[config.mk]
export PLATFORM = sky130hd
export DESIGN_NAME = pmi_mp
export DESIGN_NICKNAME = d
export VERILOG_FILES = /design/src/rtl/pmi_pkg.sv /design/src/rtl/pmi_rr_arb.sv /design/src/rtl/pmi_mp.sv
export SDC_FILE = /design/constraint.sdc
export NUM_CORES = 1
export LEC_CHECK = 0
export CAP_MARGIN = 20
export CORE_AREA = 2 2 110 112
export CTS_CLUSTER_SIZE = 20
export DETAILED_ROUTE_END_ITERATION = 12
export DIE_AREA = 0 0 112 114
export DONT_BUFFER_PORTS = 1
export HOLD_SLACK_MARGIN = 0.02
export PLACE_DENSITY_LB_ADDON = 0.1
export SETUP_SLACK_MARGIN = 0.15
export SKIP_CTS_REPAIR_TIMING = 1
export SYNTH_ARGS = -nofsm -noshare
export SYNTH_HDL_FRONTEND = slang
export SYNTH_SLANG_ARGS = --single-unit
export TNS_END_PERCENT = 10
[constraint.sdc]
create_clock -name clk -period 2.93 [get_ports clk]
set_clock_uncertainty 0.15 [all_clocks]
set_input_delay 0.879 -clock clk [delete_from_list [all_inputs] [get_ports clk]]
set_output_delay 0.879 -clock clk [all_outputs]
set_load 0.02 [all_outputs]
[src/rtl/pmi_pkg.sv]
// Shared types and constants for the multi-port processor memory interface.
package pmi_pkg;

    typedef enum logic [1:0] {
        IDLE,
        BUSY,
        RESP
    } pmi_state_t;

    localparam int PMI_ARB_FIXED = 0;
    localparam int PMI_ARB_RR    = 1;

endpackage

[src/rtl/pmi_rr_arb.sv]
// Combinational arbiter: fixed priority (port 0 highest) or round-robin
// starting one past last_grant.
module pmi_rr_arb
    import pmi_pkg::*;
#(
    parameter  int NPORTS = 2,
    parameter  int RR     = PMI_ARB_FIXED,
    localparam int IW     = (NPORTS > 1) ? $clog2(NPORTS) : 1
) (
    input  logic [NPORTS-1:0] req,
    input  logic [IW-1:0]     last_grant,
    output logic [NPORTS-1:0] gnt,
    output logic [IW-1:0]     gnt_idx,
    output logic              any_req
);

    assign any_req = |req;

    always_comb begin
        int unsigned start;
        int unsigned p;
        logic        found;
        gnt     = '0;
        gnt_idx = '0;
        found   = 1'b0;
        p       = 0;
        start   = (RR == PMI_ARB_RR) ? (32'(last_grant) + 32'd1) % 32'(NPORTS) : 32'd0;
        for (int unsigned i = 0; i < 32'(NPORTS); i++) begin
            p = (start + i) % 32'(NPORTS);
            if (!found && req[p]) begin
                found   = 1'b1;
                gnt[p]  = 1'b1;
                gnt_idx = IW'(p);
            end
        end
    end

endmodule

[src/rtl/pmi_mp.sv]
// Multi-port memory interface: arbitrates NPORTS requesters onto one memory
// bus with byte-enabled writes, variable-latency ack and timeout error.
module pmi_mp
    import pmi_pkg::*;
#(
    parameter int NPORTS  = 2,
    parameter int AW      = 32,
    parameter int DW      = 32,
    parameter int RR      = PMI_ARB_FIXED,
    parameter int TIMEOUT = 15
) (
    input  logic                   clk,
    input  logic                   rst_n,
    input  logic [NPORTS-1:0]      req_rd,
    input  logic [NPORTS-1:0]      req_wr,
    input  logic [NPORTS*AW-1:0]   req_ad,
    input  logic [NPORTS*DW-1:0]   req_wdata,
    input  logic [NPORTS*DW/8-1:0] req_be,
    output logic [DW-1:0]          rdata,
    output logic [NPORTS-1:0]      mfc,
    output logic [NPORTS-1:0]      err,
    output logic                   mem_req,
    output logic                   mem_we,
    output logic [AW-1:0]          mem_ad,
    output logic [DW-1:0]          mem_wdata,
    output logic [DW/8-1:0]        mem_be,
    input  logic                   mem_ack,
    input  logic [DW-1:0]          mem_rdata
);

    localparam int BW  = DW / 8;
    localparam int IW  = (NPORTS > 1) ? $clog2(NPORTS) : 1;
    localparam int TCW = $clog2(TIMEOUT + 2);
    // BUSY runs TIMEOUT+2 cycles without ack before the error response
    localparam logic [TCW-1:0] TO_LAST = TCW'(TIMEOUT + 1);

    pmi_state_t        state_q, state_d;
    logic [IW-1:0]     last_grant_q, last_grant_d;
    logic [NPORTS-1:0] gnt_q, gnt_d;
    logic [TCW-1:0]    cnt_q, cnt_d;
    logic              mem_req_q, mem_req_d;
    logic              mem_we_q, mem_we_d;
    logic [AW-1:0]     mem_ad_q, mem_ad_d;
    logic [DW-1:0]     mem_wdata_q, mem_wdata_d;
    logic [BW-1:0]     mem_be_q, mem_be_d;
    logic [DW-1:0]     rdata_q, rdata_d;
    logic [NPORTS-1:0] mfc_q, mfc_d;
    logic [NPORTS-1:0] err_q, err_d;

    logic [NPORTS-1:0] arb_gnt;
    logic [IW-1:0]     arb_idx;
    logic              arb_any;

    pmi_rr_arb #(
        .NPORTS (NPORTS),
        .RR     (RR)
    ) u_arb (
        .req        (req_rd | req_wr),
        .last_grant (last_grant_q),
        .gnt        (arb_gnt),
        .gnt_idx    (arb_idx),
        .any_req    (arb_any)
    );

    always_comb begin
        state_d      = state_q;
        last_grant_d = last_grant_q;
        gnt_d        = gnt_q;
        cnt_d        = cnt_q;
        mem_req_d    = mem_req_q;
        mem_we_d     = mem_we_q;
        mem_ad_d     = mem_ad_q;
        mem_wdata_d  = mem_wdata_q;
        mem_be_d     = mem_be_q;
        rdata_d      = rdata_q;
        mfc_d        = '0;
        err_d        = '0;
        case (state_q)
            IDLE: begin
                cnt_d = '0;
                if (arb_any) begin
                    last_grant_d = arb_idx;
                    gnt_d        = arb_gnt;
                    if (|(arb_gnt & req_rd & req_wr)) begin
                        state_d = RESP;
                        mfc_d   = arb_gnt;
                        err_d   = arb_gnt;
                    end else begin
                        state_d     = BUSY;
                        mem_req_d   = 1'b1;
                        mem_we_d    = |(arb_gnt & req_wr);
                        mem_ad_d    = req_ad[arb_idx*AW +: AW];
                        mem_wdata_d = req_wdata[arb_idx*DW +: DW];
                        mem_be_d    = (|(arb_gnt & req_wr)) ? req_be[arb_idx*BW +: BW] : '1;
                    end
                end
            end
            BUSY: begin
                if (mem_ack) begin
                    if (!mem_we_q) begin
                        rdata_d = mem_rdata;
                    end
                    state_d   = RESP;
                    mem_req_d = 1'b0;
                    mem_we_d  = 1'b0;
                    mfc_d     = gnt_q;
                end else if (cnt_q == TO_LAST) begin
                    state_d   = RESP;
                    mem_req_d = 1'b0;
                    mem_we_d  = 1'b0;
                    mfc_d     = gnt_q;
                    err_d     = gnt_q;
                end else begin
                    cnt_d = cnt_q + 1'b1;
                end
            end
            RESP: begin
                state_d = IDLE;
            end
            default: begin
                state_d = IDLE;
            end
        endcase
    end

    always_ff @(posedge clk or negedge rst_n) begin
        if (!rst_n) begin
            state_q      <= IDLE;
            last_grant_q <= IW'(NPORTS - 1);
            gnt_q        <= '0;
            cnt_q        <= '0;
            mem_req_q    <= 1'b0;
            mem_we_q     <= 1'b0;
            mem_ad_q     <= '0;
            mem_wdata_q  <= '0;
            mem_be_q     <= '0;
            rdata_q      <= '0;
            mfc_q        <= '0;
            err_q        <= '0;
        end else begin
            state_q      <= state_d;
            last_grant_q <= last_grant_d;
            gnt_q        <= gnt_d;
            cnt_q        <= cnt_d;
            mem_req_q    <= mem_req_d;
            mem_we_q     <= mem_we_d;
            mem_ad_q     <= mem_ad_d;
            mem_wdata_q  <= mem_wdata_d;
            mem_be_q     <= mem_be_d;
            rdata_q      <= rdata_d;
            mfc_q        <= mfc_d;
            err_q        <= err_d;
        end
    end

    assign rdata     = rdata_q;
    assign mfc       = mfc_q;
    assign err       = err_q;
    assign mem_req   = mem_req_q;
    assign mem_we    = mem_we_q;
    assign mem_ad    = mem_ad_q;
    assign mem_wdata = mem_wdata_q;
    assign mem_be    = mem_be_q;

endmodule

==> results of run 1 <==
flip-flops by register name, summed over array words and instances (netlist names):
name and cells:
mem_ad 32, rdata 32, mem_we 1, err 2
mem_wdata 32, cnt_q 5, state_q 2, mfc 2
mem_be 4, gnt_q 2, mem_req 1
cell usage after synthesis, types with 2 or more instances:
cell,count
mux2_1,4
a31oi_1,4
mux2i_1,65
inv_1,4
xor2_1,2
nand2b_1,2
ha_1,2
nand2_1,79
buf_6,9
a21oi_1,4
buf_4,3
mux2_2,28
o21ai_0,70
nand3_1,3
o22ai_1,3
dfrtp_1,115
buf_2,10
nor2_1,14
or2_2,2
nor2b_1,3
clkbuf_2,2
clkbuf_1,3
logic make-up (layout without fill, tap and decap cells):
family | after synthesis | in the layout | synth area share, %
flip-flops | 115 | 115 | 55.85
adder cells (fa/ha/maj) | 2 | 2 | 0.4856
buffers and inverters | 32 | 40 | 4.371
AO/OA/AOI/OAI | 91 | 91 | 10.15
XOR/XNOR | 2 | 2 | 0.3400
multiplexers | 97 | 97 | 19.62
AND/OR/NAND/NOR | 110 | 110 | 9.179
layout make-up:
type,count,area [sq um],area share [%]
clock buffers,18,429.2,7.448
clock inverters,14,140.1,2.432
inverters,4,15.01,0.2606
multi-input cells,302,2061,35.77
flip-flops and latches,115,2878,49.95
well taps,147,183.9,3.192
repair buffers,4,55.05,0.9555
cells in the final DEF (no fill, tap or decap), drive strengths merged, types with 4 or more instances in the layout:
cell | synthesis | layout
a21oi | 4 | 4
a31oi | 4 | 4
buf | 23 | 4
clkbuf | 5 | 18
clkinv | 0 | 10
dfrtp | 115 | 115
inv | 4 | 4
mux2 | 32 | 32
mux2i | 65 | 65
nand2 | 79 | 79
nor2 | 15 | 15
nor2b | 4 | 4
o21ai | 70 | 70
o22ai | 4 | 4
power by group through the flow:
stage          sequential (mW)  clock [mW]  combinational (mW)
6_report                  3.78        1.96                1.25
5_1_grt                   3.89        2.09                1.46
4_1_cts                   3.81        2.01                1.28
3_5_place_dp              3.82           0                1.29
3_3_place_gp              3.83           0                1.23
2_1_floorplan             3.57           0                1.23
per-layer routing:
layer / global-route usage (%) / wire length, um
met5: 0 / 0
met4: 6.911 / 142
met3: 7.279 / 1053
met2: 29.94 / 5706
met1: 19.96 / 4279
per-stage QoR:
step           area [sq um]  total power, mW
2_1_floorplan          5152            4.796
3_3_place_gp           5192            5.060
3_5_place_dp           5192            5.110
4_1_cts                5762            7.097
5_1_grt                5762            7.442
6_report               5762            6.991
worst paths after layout:
| path | end | slack [ns] | startpoint |
|---|---|---|---|
| worst max-delay path | rdata[15] | 0.89 | state_q[0] |
| worst min-delay path | rdata[11] | 0.02 | rst_n |
| min in group clk | cnt_q[2] | 0.35 | cnt_q[2] |
| max in group asynchronous | mem_ad[31] | 2.45 | rst_n |
| worst min register to register | cnt_q[2] | 0.35 | cnt_q[2] |
| worst max register to register | rdata[15] | 0.89 | state_q[0] |
==> metrics.txt, run 1 <==
mean number of vias per cell=5.313; initial antenna violation count=0; IO Count=281; Slew HR=69.38%; yosys warns=0; synthesized area=0.005152 sq mm; CTS tree=done; PortBufs=0; layout cells sized above 1=15.97%; Detailed Place HPWL=8078 um; leading area contributor after synthesis=dfrtp_1; drt initial violations=151; worst-path maximum fanout=32; synthesized net count=626; Mapped Cells=449; Chip Width=112 um; period utilization=69.71%; Req. time, crit path=3.06 ns; Core ar.=0.01171 sq mm; H-tree levels=4; Net Sw Power=2.826 mW; Setup-failing EPs final=0; hold slack final=0.02106 ns; Comb power frac=17.9%; ys async rst share=100.0%; Hold Violations, Final=0; final net count=621; Primary FF master, synth=dfrtp_1; cell family with most CP delay=flip-flops; sequential fraction of design power=54.1%; clock buffer depth=2; first-pass GRT wire length=17080 um; internal power=4.165 mW; Final Slew Violations=0; fin worst setup slack=0.8874 ns; Max Freq=489.6 MHz; Seq cells post-synth=115; share of the synthesized area in the top cell type=55.85%; Mapped Avg Cell Area=11.48 sq um; worst-margin pin slew=0.4576 ns; status=finished, final reports clean; Setup WS pre-CTS=0.5411 ns; Initial Util=44.00%; unrepaired setup endpoints after global routing=false; Fillers=1054; Switching Share=40.42%; Setup CP Type=reg -> reg; Crit path arrival time=2.17 ns; CTS root buf=clkbuf_16; Synth-to-Final Area Change=11.83%; minimum clock period=2.043 ns; global route overflow=0; ant diodes=0; # rows=40; hold crit path type=in -> async; CP Buf/Inv Count=1; cell with the largest stage delay on the worst path=dfrtp_1; CP Capture Type=register; Die Y=114 um; Pleak=2.820 nW; Global Route Usage Sum=17.64%; sequential area share after synthesis=55.85%; Inserted Clock Buffers=17; Netlist cell types=40; Clock power frac=28.0%; CTS sink cnt=115; placed instance count=572; routed length per instance=18.51 um; RePlAce Congestion=0.7869; Clock Pin Slew Worst Setup and Hold Paths=0.05 ns; Final Core Density=49.20%; clock latency on the worst-skew pair=0.40 ns; Final ANT Viol Nets=0; max-cap viol count=0; Levels on crit path=4; crit path cell chain=nor2b_4 > and3_1 > buf_4 > mux2_2; peak supply drop=630.2 uV; FF-to-FF path depth=4; DR DRC count=0; Startpoint Class=register; Pre-Repair DR Iteration Count=4; top cells by area, synth=dfrtp_1 56%, mux2i_1 13%, o21ai_0 6.8%; largest net degree at the start of global routing=116; Cell Count, Final, Fillers Out=604; via count=3209; PwrDens=1213 mW/mm^2; DIE AREA=0.01277 sq mm; vias in the first global route=3244; number of enable flip-flop cells after synthesis=0; setup TNS=0 ns; final wirelength=11180 um; max incr delay on CP=0.56 ns
No activity file was read; power rests on OpenSTA's default activity.
==> run 2: changes to the inputs <==
--- a/config.mk
+++ b/config.mk
@@ -6,10 +6,10 @@
 export NUM_CORES = 1
 export LEC_CHECK = 0
 export CAP_MARGIN = 20
-export CORE_AREA = 2 2 110 112
+export CORE_AREA = 2 2 108 110
 export CTS_CLUSTER_SIZE = 20
 export DETAILED_ROUTE_END_ITERATION = 12
-export DIE_AREA = 0 0 112 114
+export DIE_AREA = 0 0 110 112
 export DONT_BUFFER_PORTS = 1
 export HOLD_SLACK_MARGIN = 0.02
 export PLACE_DENSITY_LB_ADDON = 0.1
==> constraint.sdc (replaced) <==
create_clock -name clk -period 1.9 [get_ports clk]
set_clock_uncertainty 0.15 [all_clocks]
set_input_delay 0.57 -clock clk [delete_from_list [all_inputs] [get_ports clk]]
set_output_delay 0.57 -clock clk [all_outputs]
set_load 0.02 [all_outputs]
==> metrics.txt, run 2 (synthesized netlist as in run 1, its figures left out) <==
crit path cell chain=inv_1 > ha_1 > and4bb_2 > or2_2 > a21oi_2 > o21ai_0; CP Buf/Inv Count=1; max-cap viol count=0; # rows=39; CP Capture Type=register; first-pass GRT wire length=17680 um; DIE AREA=0.01232 sq mm; Final ANT Viol Nets=0; largest net degree at the start of global routing=116; worst-path maximum fanout=4; routed length per instance=18.88 um; Chip Width=110 um; clock buffer depth=2; Crit path arrival time=1.86 ns; setup TNS=0 ns; layout cells sized above 1=18.24%; Pre-Repair DR Iteration Count=4; via count=3273; Detailed Place HPWL=8544 um; Pleak=2.895 nW; PortBufs=0; Req. time, crit path=2.02 ns; status=finished with violations; global route overflow=0; cell family with most CP delay=simple AND/OR/NAND/NOR gates; mean number of vias per cell=5.374; reg-to-reg slack, setup=0.16 ns; period utilization=91.72%; Initial Util=46.11%; hold crit path type=in -> async; initial antenna violation count=0; unrepaired setup endpoints after global routing=true; Clock Pin Slew Worst Setup and Hold Paths=0.05 ns; FF-to-FF path depth=6; RR Startpoint=cnt_q[0]; Final Slew Violations=0; Final Cell Area=0.005923 sq mm; ant diodes=0; final wirelength=11500 um; minimum clock period=1.743 ns; IO Count=281; H-tree levels=4; final net count=630; Core ar.=0.01117 sq mm; Synth-to-Final Area Change=14.96%; hold slack final=-0.2890 ns; max incr delay on CP=0.36 ns; clock latency on the worst-skew pair=0.40 ns; CTS sink cnt=115; worst-margin pin slew=0.4270 ns; cell with the largest stage delay on the worst path=dfrtp_1; drt initial violations=168; multi-input logic area=0.002067 sq mm; most common cell after layout, fill and taps aside=dfrtp_1; peak supply drop=792.0 uV; RePlAce Congestion=0.7591; Cell Count, Final, Fillers Out=609; Cell Area, Placed=0.005258 sq mm; CTS tree=done; r2r endpoint=cnt_q[1]; Register Area=0.002879 sq mm; violated checks=hold timing; Global Route Usage Sum=19.05%; Final Core Density=53.01%; commonest non-fill, non-tap cells in the layout=114 x dfrtp_1, 79 x nand2_1, 65 x mux2i_1, 49 x o21ai_0, 28 x mux2_2; Startpoint Class=register; Hold Violations, Final=115; PwrDens=1911 mW/mm^2; Fillers=997; placed instance count=574; Inserted Clock Buffers=17; Setup CP Type=reg -> reg; Setup-failing EPs final=0; CTS root buf=clkbuf_16; Slew HR=71.53%; DR DRC count=0; Max Freq=573.8 MHz; vias in the first global route=3306; Die Y=112 um
[run 2: changes by cell type in the layout (fill, tap and decap cells not counted), moves of 2 or more]
| cell | delta |
|---|---|
| o21ai_0 | -20 |
| bufinv_16 | +2 |
| o21ai_1 | +20 |
| clkinv_2 | -4 |
| buf_12 | +2 |
| clkinv_4 | -2 |
| buf_4 | +7 |
| clkbuf_8 | +2 |
[run 2: cell type report]
class                           instances  area share [%]
Multi-Input combinational cell        302           34.90
Sequential cell                       115           48.61
Tap cell                              143           3.021
Clock buffer                           20           7.710
Clock inverter                         12           3.021
Inverter                                4          0.2535
Timing Repair Buffer                   13           2.493
[run 2: power by group]
part           switching [mW]  total (mW)  internal [mW]
Combinational            1.09        2.14           1.05
Sequential               2.23        5.82           3.59
Clock                    1.09        3.36           2.26
Total                    4.41        11.3           6.90
[run 2: worst max-delay path by stage]
stage | startpoint | endpoint | slack, ns | cells after the start
3_5_place_dp | req_wr[0] | mem_ad[13] | -0.03 | 4
4_1_cts | state_q[0] | rdata[14] | 0.12 | 4
3_3_place_gp | req_wr[0] | mem_ad[18] | 0.002 | 4
5_1_grt | cnt_q[0] | cnt_q[1] | 0.06 | 6
6_report | cnt_q[0] | cnt_q[1] | 0.16 | 6
2_1_floorplan | req_wr[0] | mem_ad[27] | 0.12 | 5
[run 2: per-stage QoR]
| step | total power [mW] | setup WS (ns) |
|---|---|---|
| 6_report | 11.32 | 0.1572 |
| 5_1_grt | 12.05 | 0.06159 |
| 4_1_cts | 11.43 | 0.1203 |
| 3_5_place_dp | 8.020 | -0.03005 |
| 3_3_place_gp | 7.923 | 0.002047 |
| 2_1_floorplan | 7.473 | 0.1226 |
[run 2: metal layers]
layer / vias up / GRT usage [%] / part of all wire (%)
met5: - / 0 / 0
met4: 0 / 8.017 / 1.5
met3: 17 / 7.026 / 10
met2: 169 / 31.57 / 51
met1: 1513 / 21.93 / 37
li1: 1574 / - / -
==> run 3: changes to the inputs <==
--- a/config.mk
+++ b/config.mk
@@ -6,10 +6,10 @@
 export NUM_CORES = 1
 export LEC_CHECK = 0
 export CAP_MARGIN = 20
-export CORE_AREA = 2 2 108 110
+export CORE_AREA = 2 2 109 111
 export CTS_CLUSTER_SIZE = 20
 export DETAILED_ROUTE_END_ITERATION = 12
-export DIE_AREA = 0 0 110 112
+export DIE_AREA = 0 0 111 113
 export DONT_BUFFER_PORTS = 1
 export HOLD_SLACK_MARGIN = 0.02
 export PLACE_DENSITY_LB_ADDON = 0.1
==> metrics.txt, run 3 (synthesized netlist as in run 1, its figures left out) <==
status=finished with violations; violated checks=hold timing; Die Y=113 um; Slew HR=77.97%; CP Capture Type=register; first-pass GRT wire length=17950 um; Clock Pin Slew Worst Setup and Hold Paths=0.05 ns; IO Count=281; Register Area=0.002878 sq mm; H-tree levels=4; Crit path arrival time=1.81 ns; reg-to-reg slack, setup=0.22 ns; # rows=39; Req. time, crit path=2.03 ns; Inserted Clock Buffers=17; global route overflow=0; CTS root buf=clkbuf_16; Pleak=2.894 nW; via count=3284; final wirelength=11440 um; Setup-failing EPs final=0; routed length per instance=18.70 um; Final ANT Viol Nets=0; Synth-to-Final Area Change=14.62%; layout cells sized above 1=18.76%; mean number of vias per cell=5.366; Hold Violations, Final=115; Cell Area, Placed=0.005285 sq mm; clock latency on the worst-skew pair=0.41 ns; RePlAce Congestion=0.7518; minimum clock period=1.681 ns; initial antenna violation count=0; clock buffer depth=2; Pre-Repair DR Iteration Count=4; CTS tree=done; fin worst setup slack=0.2186 ns; unrepaired setup endpoints after global routing=false; hold crit path type=in -> async; multi-input logic area=0.002067 sq mm; period utilization=88.50%; hold slack final=-0.2909 ns; overall power=11.05 mW; Core ar.=0.01127 sq mm; final net count=633; PwrDens=1872 mW/mm^2; worst-path maximum fanout=4; peak supply drop=876.6 uV; Setup WS pre-CTS=-0.005407 ns; Detailed Place HPWL=8528 um; largest net degree at the start of global routing=116; Final Slew Violations=0; Chip Width=111 um; Initial Util=45.71%; vias in the first global route=3479; PortBufs=0; Fillers=1017; Max Freq=594.7 MHz; Startpoint Class=register; worst-margin pin slew=0.3270 ns; Global Route Usage Sum=18.49%; DIE AREA=0.01254 sq mm; max-cap viol count=0; ant diodes=0; CTS sink cnt=115; commonest non-fill, non-tap cells in the layout=115 x dfrtp_1, 79 x nand2_1, 65 x mux2i_1, 48 x o21ai_0, 28 x mux2_2; drt initial violations=153; most common cell after layout, fill and taps aside=dfrtp_1; Setup CP Type=reg -> reg; DR DRC count=0; Final Cell Area=0.005906 sq mm
run 3: power breakdown:
part	switching [mW]	internal, mW
Combinational	1.12	1.07
Clock	1.16	1.94
Sequential	2.17	3.59
run 3: final timing paths:
| path | depth (start not counted) | startpoint | to |
|---|---|---|---|
| setup / recovery | 6 | cnt_q[0] | cnt_q[0] |
| hold / removal | 0 | rst_n | rdata[18] |
| setup reg to reg | 6 | cnt_q[0] | cnt_q[0] |
| hold reg to reg | 1 | cnt_q[2] | cnt_q[2] |
| max in group asynchronous | 0 | rst_n | mem_ad[16] |
| min in group clk | 1 | mem_rdata[19] | rdata[19] |
run 3: final cells by class:
class,instances,area share [%]
flip-flops and latches,115,48.73
multi-input cells,302,35.00
clock buffers,17,7.203
repair buffers,16,3.093
well taps,143,3.030
clock inverters,15,2.691
inverters,4,0.2542
run 3: through the flow:
step,util (%),instances,TNS (ns)
4_1_cts,52.07,608,0
5_1_grt,52.39,612,0
6_report,52.39,612,0
3_5_place_dp,46.89,576,-0.009764
3_3_place_gp,46.89,576,0
2_1_floorplan,-,449,0
run 3: worst max-delay path, stage by stage (launching register included):
cell and delay (ns):
dfrtp_1 0.34, inv_1 0.06, ha_1 0.20, and4bb_2 0.26, or2_2 0.32, a21oi_2 0.15, mux2i_1 0.09
run 3: layer usage:
layer  GRT usage, %  vias to the layer above  share of wire [%]
met4          7.500                        0                1.3
met2          31.90                      170                 51
met3          5.892                       10                8.4
li1               -                     1585                  -
met1          21.51                     1519                 39
met5              0                        -                  0
